<file path="config.mk">
export PLATFORM = sky130hd
export DESIGN_NAME = sys_bus
export DESIGN_NICKNAME = d
export VERILOG_FILES = /design/src/rtl/sys_bus_pkg.sv /design/src/rtl/sys_bus.sv
export SDC_FILE = /design/constraint.sdc
export NUM_CORES = 1
export LEC_CHECK = 0
export BUFFER_PORTS_ARGS = -buffer_cell sky130_fd_sc_hd__buf_4
export CELL_PAD_IN_SITES_DETAIL_PLACEMENT = 0
export CELL_PAD_IN_SITES_GLOBAL_PLACEMENT = 1
export CORE_AREA = 2 2 106 108
export DETAILED_ROUTE_END_ITERATION = 6
export DIE_AREA = 0 0 108 110
export PLACE_DENSITY_LB_ADDON = 0.1
export SYNTH_ARGS = -nofsm -noshare
export SYNTH_HDL_FRONTEND = slang
export SYNTH_SLANG_ARGS = --single-unit
</file>
<file path="constraint.sdc">
create_clock -name clk_i -period 8.1 [get_ports clk_i]
set_clock_uncertainty 0.1 [all_clocks]
set_input_delay 1.215 -clock clk_i [delete_from_list [all_inputs] [get_ports clk_i]]
set_output_delay 1.215 -clock clk_i [all_outputs]
set_load 0.005 [all_outputs]
</file>
<file path="src/rtl/sys_bus_pkg.sv">
// Shared helpers for the sys_bus crossbar.
package sys_bus_pkg;

    // Width of a select index over n ports; never narrower than one bit so
    // a single-port bus still has a legal select register.
    function automatic int unsigned sel_width(input int unsigned n);
        return (n > 1) ? $clog2(n) : 1;
    endfunction

endpackage

</file>
<file path="src/rtl/sys_bus.sv">
// sys_bus: fixed-priority, single-cycle crossbar between NrHosts masters and
// NrDevices memory-mapped slaves on the req/gnt/rvalid protocol. Request
// routing is combinational; the response is steered by the host/device
// selection captured on the previous clock edge.
module sys_bus
    import sys_bus_pkg::*;
#(
    parameter int NrDevices    = 1,
    parameter int NrHosts      = 1,
    parameter int DataWidth    = 32,
    parameter int AddressWidth = 32
) (
    input  logic                      clk_i,
    input  logic                      rst_ni,

    input  logic                      host_req_i     [NrHosts],
    output logic                      host_gnt_o     [NrHosts],
    input  logic [AddressWidth-1:0]   host_addr_i    [NrHosts],
    input  logic                      host_we_i      [NrHosts],
    input  logic [DataWidth/8-1:0]    host_be_i      [NrHosts],
    input  logic [DataWidth-1:0]      host_wdata_i   [NrHosts],
    output logic                      host_rvalid_o  [NrHosts],
    output logic [DataWidth-1:0]      host_rdata_o   [NrHosts],
    output logic                      host_err_o     [NrHosts],

    output logic                      device_req_o   [NrDevices],
    output logic [AddressWidth-1:0]   device_addr_o  [NrDevices],
    output logic                      device_we_o    [NrDevices],
    output logic [DataWidth/8-1:0]    device_be_o    [NrDevices],
    output logic [DataWidth-1:0]      device_wdata_o [NrDevices],
    input  logic                      device_rvalid_i[NrDevices],
    input  logic [DataWidth-1:0]      device_rdata_i [NrDevices],
    input  logic                      device_err_i   [NrDevices],

    input  logic [AddressWidth-1:0]   cfg_device_addr_base[NrDevices],
    input  logic [AddressWidth-1:0]   cfg_device_addr_mask[NrDevices]
);

    localparam int unsigned HostIdxW = sel_width(NrHosts);
    localparam int unsigned DevIdxW  = sel_width(NrDevices);

    logic [HostIdxW-1:0]     host_sel_d, host_sel_q;
    logic [DevIdxW-1:0]      dev_sel_d, dev_sel_q;
    logic                    unmapped_d, unmapped_q;
    logic                    dev_match;

    logic                    sel_req;
    logic [AddressWidth-1:0] sel_addr;
    logic                    sel_we;
    logic [DataWidth/8-1:0]  sel_be;
    logic [DataWidth-1:0]    sel_wdata;

    // Fixed-priority arbiter: scanning downwards lets the lowest requester win.
    always_comb begin
        host_sel_d = '0;
        for (int i = NrHosts - 1; i >= 0; i--) begin
            if (host_req_i[i]) begin
                host_sel_d = HostIdxW'(i);
            end
        end
    end

    assign sel_req   = host_req_i[host_sel_d];
    assign sel_addr  = host_addr_i[host_sel_d];
    assign sel_we    = host_we_i[host_sel_d];
    assign sel_be    = host_be_i[host_sel_d];
    assign sel_wdata = host_wdata_i[host_sel_d];

    // Address decoder: lowest-index matching region wins; no match means unmapped.
    always_comb begin
        dev_sel_d = '0;
        dev_match = 1'b0;
        for (int i = NrDevices - 1; i >= 0; i--) begin
            if ((sel_addr & cfg_device_addr_mask[i]) == cfg_device_addr_base[i]) begin
                dev_sel_d = DevIdxW'(i);
                dev_match = 1'b1;
            end
        end
    end

    // Only a real request to an unmapped address produces an error response.
    assign unmapped_d = sel_req & ~dev_match;

    // Capture the routing of this cycle so next cycle's response finds its host.
    always_ff @(posedge clk_i or negedge rst_ni) begin
        if (!rst_ni) begin
            host_sel_q <= '0;
            dev_sel_q  <= '0;
            unmapped_q <= 1'b0;
        end else begin
            host_sel_q <= host_sel_d;
            dev_sel_q  <= dev_sel_d;
            unmapped_q <= unmapped_d;
        end
    end

    genvar gi;

    // Per-host grant and response steering.
    generate
        for (gi = 0; gi < NrHosts; gi++) begin : g_host
            logic is_granted;
            logic is_resp_owner;

            assign is_granted         = (host_sel_d == HostIdxW'(gi));
            assign is_resp_owner      = (host_sel_q == HostIdxW'(gi));
            assign host_gnt_o[gi]     = is_granted & host_req_i[gi];
            assign host_rvalid_o[gi]  = is_resp_owner & (unmapped_q | device_rvalid_i[dev_sel_q]);
            assign host_err_o[gi]     = is_resp_owner & (unmapped_q | device_err_i[dev_sel_q]);
            assign host_rdata_o[gi]   = (is_resp_owner & ~unmapped_q) ? device_rdata_i[dev_sel_q]
                                                                      : '0;
        end
    endgenerate

    // Per-device forwarding; everything not addressed is held at zero.
    generate
        for (gi = 0; gi < NrDevices; gi++) begin : g_dev
            logic hit;

            assign hit                = dev_match & (dev_sel_d == DevIdxW'(gi));
            assign device_req_o[gi]   = hit & sel_req;
            assign device_addr_o[gi]  = hit ? sel_addr  : '0;
            assign device_we_o[gi]    = hit & sel_we;
            assign device_be_o[gi]    = hit ? sel_be    : '0;
            assign device_wdata_o[gi] = hit ? sel_wdata : '0;
        end
    endgenerate

endmodule

</file>
# == Yosys cells after proc, flatten, opt, wreduce, memory -nomap -nowiden ==
# Index checks and enable logic that the tools add are counted.
# word_totals
regBits,1
out_inout_bits,105
# classes
eq_ne,1
mux,5
n_bitwise,7
# ops
operator,n
$mux 32,3
$and 32x32->32,1
$eq 32x32->1,1
$mux 4,1
$and 1x1->1,3
$or 1x1->1,2
$mux 1,1
$not 1->1,1

# == Logic depth before layout (Yosys ltp) ==
# Gate-level depths: netlist (run 1).
# depth
depth_word,5
depth_mapped,6

# == Worst setup path after synthesis (run 1) ==
# Ideal clock, no wire load.
# synth_path
path_type,input port to output port
start,in cfg_device_addr_mask[22] in the netlist's numbering
end,out device_addr_o[10] in the netlist's numbering
n_path_buf,1
arrival_time_ns,3.147
slack_ns,3.638
stages,6
required_time_ns,6.785
cell_sequence,and3b_2 > or4_1 > or4_4 > nor4_4 > clkbuf_2 > and2_2
# synth_lines
element,line_no,source
"start, declared",sys_bus.sv:36,input logic [AddressWidth-1:0] cfg_device_addr_mask[NrDevices]
"end, declared",sys_bus.sv:27,"output logic [AddressWidth-1:0] device_addr_o [NrDevices],"

==> metrics.txt, run 1 <==
worst hold path type=input pin to async pin; post-synthesis compound-gate area fraction=22.5%; largest registers=unmapped_q (1); Top FF cell, synth=dfrtp_1; Final HPWL DP=7470 um; Async SR Flop Fraction=100%; synthesized cell area=1390 um2; headroom to the max-slew limit=32.1%; Final Net Count=approximately 640; outcome=complete, no violations; Critical Path, Cell by Cell=buf_4 -> and3b_2 -> or4_1 -> or4_4 -> nor4_4 -> buf_4 -> and2_1 -> buf_4; top post-synthesis cells by count=and2_2 (52), nor2b_1 (32), a21oi_1 (18), and2_1 (18), and3_1 (18); DRC=0; RSZ-0062 raised after global routing=no; CP bufs+invs=3; worst-path maximum fanout=53; Final period util=67.0%; DIE AREA=11900 um2; DRT antenna net count=0; final setup fails=0; area grow syn2layout=158%; max incr delay on CP=0.73 ns; MaxCap Viol Count=0; Synth Net Count=around 370; fillcell total=1163; Pins Over Slew Limit=0; cell area after layout=around 3600 um2; Worst-Margin Slew=between 1 and 1.5 ns; sequential area share after synthesis=1.80%; count leader, synth=and2_2; Pwr Density=31.9 nW/um2; Biggest register=unmapped_q; num rows=38; largest family of logic cells by synthesized area=simple AND/OR/NAND/NOR gates; total power=around 0.11 mW; Syn. warnings=0; first-pass GRT wire length=11200 um; Synth area leader=and2_2; Synth top area share=28.1%; Die Wd=108 um; post-CTS setup buffer count=0; Post-Synth Simple-Gate Area=71.9%; Placement Setup Slack=about 2.5 ns; most used cell, CP=buf_4; Final Hold Viols=0; vias in the first global route=roughly 2.1k; largest net degree at the start of global routing=54; crit path kind=input pin to output port; diode count=0; gpl congestion=about 0.73; worst IR drop on VDD=0.0126 mV; Placeable Area=10700 um2; CP max stage cell=nor4_4; crit end category=output port; Top Family by Delay on Critical Path=simple AND/OR/NAND/NOR gates; Syn Inst Count=around 200; Worst-path clk slew=0 ns; area share of fa/ha/maj cells after synthesis=0%; crit start category=input pin; final wirelength=8270 um; hold buffers post-CTS=0; initial antenna violation count=0; xor/xnor share of the synthesized area=0%; All-Layer GR Usage=12.1%; vias per cell=~4; num ports=275; worst path required time=6.78 ns; #FFs+latches synth=1; Overflow after GRT=0; IO Port Bufs=274; average routed wire per standard cell=about 14 um; Max Fclk=184 MHz; Final TNS setup=0 ns; Post-CTS Resized=0; placed cell areas=between 3000 and 4000 um2; Synth Area per Inst=6.87 um2; Post-synth EDFFs=0; layout cell share with drive strength beyond 1=71.5%; Initial Util=13.0%; DR iter-0 viols=55; vias=2374; post-synth cell types=23; minimum clock period=5.42 ns; static leakage=2.04 nW; max reg flops=1; Worst EP arrival=4.11 ns; worst setup margin=around 2.7 ns; mux cell area share after synthesis=0%; top cells by area, synth=and2_2 (28%), nor2b_1 (14%), and2_1 (8.1%); Vert. Die Dim=110 um; drt pass-1 iters=4
-- per-layer routing --
metal  share of wire, %  vias to the layer above  global-route usage, %
li1                   -                     1233                      -
met5                  0                        -                      0
met4                  0                        0                      0
met2                 56                      136                   25.3
met3                 12                        0                   3.00
met1                 33                     1005                   12.7
-- logic make-up after synthesis --
group	after synthesis
simple gates	143
flops	1
buf+inv	11
compound gates	47
-- cell usage in the layout, fill, tap and decap left out, drive strengths merged --
master / count
o22a: 6
a211oi: 6
dfrtp: 1
nand3: 6
and2b: 1
or4: 2
and3: 18
nor2b: 32
a21boi: 8
buf: 275
a21oi: 18
and2: 70
nand4: 3
and3b: 8
or2: 2
nor4: 1
o22ai: 3
a21o: 6
-- path summary, 6_finish.rpt --
check                      slack, ns                 to  depth (start not counted)                      from
setup / recovery                2.68  device_wdata_o[7]                          8  cfg_device_addr_mask[22]
max in group asynchronous       6.93         unmapped_q                          1                    rst_ni
hold / removal                  0.89         unmapped_q                          1                    rst_ni
min in group clk_i              1.38         unmapped_q                          2                host_req_i
-- through the flow --
stage | cells | util, % | hold slack [ns]
3_3_place_gp | 606 | 33.4 | 0.891
4_1_cts | 606 | 33.4 | 0.892
5_1_grt | 606 | 33.4 | 0.896
6_report | 606 | 33.4 | 0.891
3_5_place_dp | 606 | 33.4 | 0.892
2_1_floorplan | 202 | - | 0.819
-- power breakdown --
part | leakage, nW | total (mW) | switching (mW) | internal [mW]
logic | 2.02 | 0.106 | 0.0297 | 0.0767
clock network | 0 | 0 | 0 | 0
registers | 0.0117 | 0.00768 | 0.00239 | 0.00529
-- area by class of cell --
cell class	count	area (um2)	share of cell area (%)
multi-input combinational	190	1310	36.6
sequential	1	25.0	0.700
tap	140	175	4.90
timing repair buffer	275	2060	57.8
(Power assumes the default switching activity.)
==> run 2, diff against run 1 <==
Clock period 8.1 ns to 5.1 ns, I/O delays scaled along.
==> run 2 against run 1 <==
Highest routed layer unchanged. Largest power group unchanged. Global-route usage shrank 0.14 points. Flip-flop and latch count is the same. Die area is the same. Sequential share of layout area is essentially flat.
==> metrics.txt, run 2 (synthesized netlist as in run 1, its figures left out) <==
Final TNS setup=0 ns; DRC=0; Initial Util=13.0%; worst path required time=approximately 4.2 ns; All-Layer GR Usage=11.9%; Worst-Margin Slew=1.01 ns; layout cell share with drive strength beyond 1=71.5%; met1 usage=12.5%; gpl congestion=around 0.67; DIE AREA=11900 um2; most used routing layer=met2; initial antenna violation count=0; RSZ-0062 raised after global routing=no; worst hold path type=input pin to async pin; average routed wire per standard cell=13.8 um; crit path launch=cfg_device_addr_mask[22]; crit end category=output port; Final Net Count=between 600 and 700; grt met2 use=25.7%; Final Util=33.5%; minimum clock period=3.98 ns; Post-CTS Resized=0; vias per cell=3.92; headroom to the max-slew limit=between 30% and 40%; num ports=275; num rows=38; outcome=complete, no violations; Max Fclk=252 MHz; Pwr Density=50.5 nW/um2; Final HPWL DP=7580 um; worst-path maximum fanout=48; Die Wd=108 um; worst IR drop on VDD=a little over 0.02 mV; post-CTS setup buffer count=0; Pins Over Slew Limit=0; crit start category=input pin; crit path kind=input pin to output port; Worst EP arrival=between 3 and 4 ns; max reg flops=1; drt pass-1 iters=4; hold buffers post-CTS=0; first-pass GRT wire length=roughly 11000 um; static leakage=2.04 nW; DR iter-0 viols=just over 70; most frequent cells in the layout=buf_4 (276), and2_2 (52), nor2b_1 (32); area grow syn2layout=158%; final wirelength=8370 um; leading cell type in the layout, fill and taps excluded=buf_4; vias=2381; Final Hold Viols=0; vias in the first global route=2107; GR Layer Usage met3=under 10%; Vert. Die Dim=110 um; MaxCap Viol Count=0; diode count=0; Overflow after GRT=0; Placeable Area=10700 um2; DRT antenna net count=0; Final period util=78.0%; Biggest register=unmapped_q; Worst-path clk slew=0 ns; IO Port Bufs=274; largest registers=unmapped_q (1); largest net degree at the start of global routing=49; final setup fails=0
[run 2: how the worst max path moves through the flow]
stage / end / slack (ns) / cells past startpoint
after global routing: device_be_o[1] / 0.96 / 8
after floorplan: device_addr_o[10] / 1.54 / 6
after CTS: device_wdata_o[25] / 1.08 / 8
after global placement: device_addr_o[28] / 1.13 / 8
final: device_wdata_o[25] / 1.12 / 8
after detailed placement: device_wdata_o[25] / 1.09 / 8
[run 2: worst max-delay path, cell delays in order]
cell and delay (ns):
buf_4 0.11, and3b_2 0.19, or4_1 0.50, or4_4 0.51
nor4_4 0.29, buf_4 0.40, and2_2 0.22, buf_4 0.10
[run 2: power by group]
part           leakage [nW]  internal (mW)  switching (mW)
combinational          2.03          0.122          0.0470
clock                     0              0               0
sequential           0.0117        0.00841         0.00376
total                  2.04          0.130          0.0507
[run 2: layout make-up]
class | count | area [um2]
tap | 140 | 175
multi-input combinational | 190 | 1310
timing repair buffer | 276 | 2070
fill | 1179 | 7120
sequential | 1 | 25.0
[run 2: layer usage]
| layer | routed length, um | vias to the layer above |
|---|---|---|
| met4 | 0 | 0 |
| li1 | - | 1233 |
| met2 | 4660 | 138 |
| met5 | 0 | - |
| met3 | 857 | 0 |
| met1 | 2850 | 1010 |
[run 2: stage by stage]
stage / hold WS [ns] / power [mW] / setup WS, ns / instances / cell area, um2
global placement: 0.441 / 0.181 / 1.13 / 607 / 3580
floorplan: 0.369 / 0.0500 / 1.54 / 202 / 1390
global route: 0.447 / 0.198 / 0.958 / 607 / 3580
detailed placement: 0.446 / 0.184 / 1.09 / 607 / 3580
CTS: 0.445 / 0.184 / 1.08 / 607 / 3580
finish: 0.443 / 0.181 / 1.12 / 607 / 3580
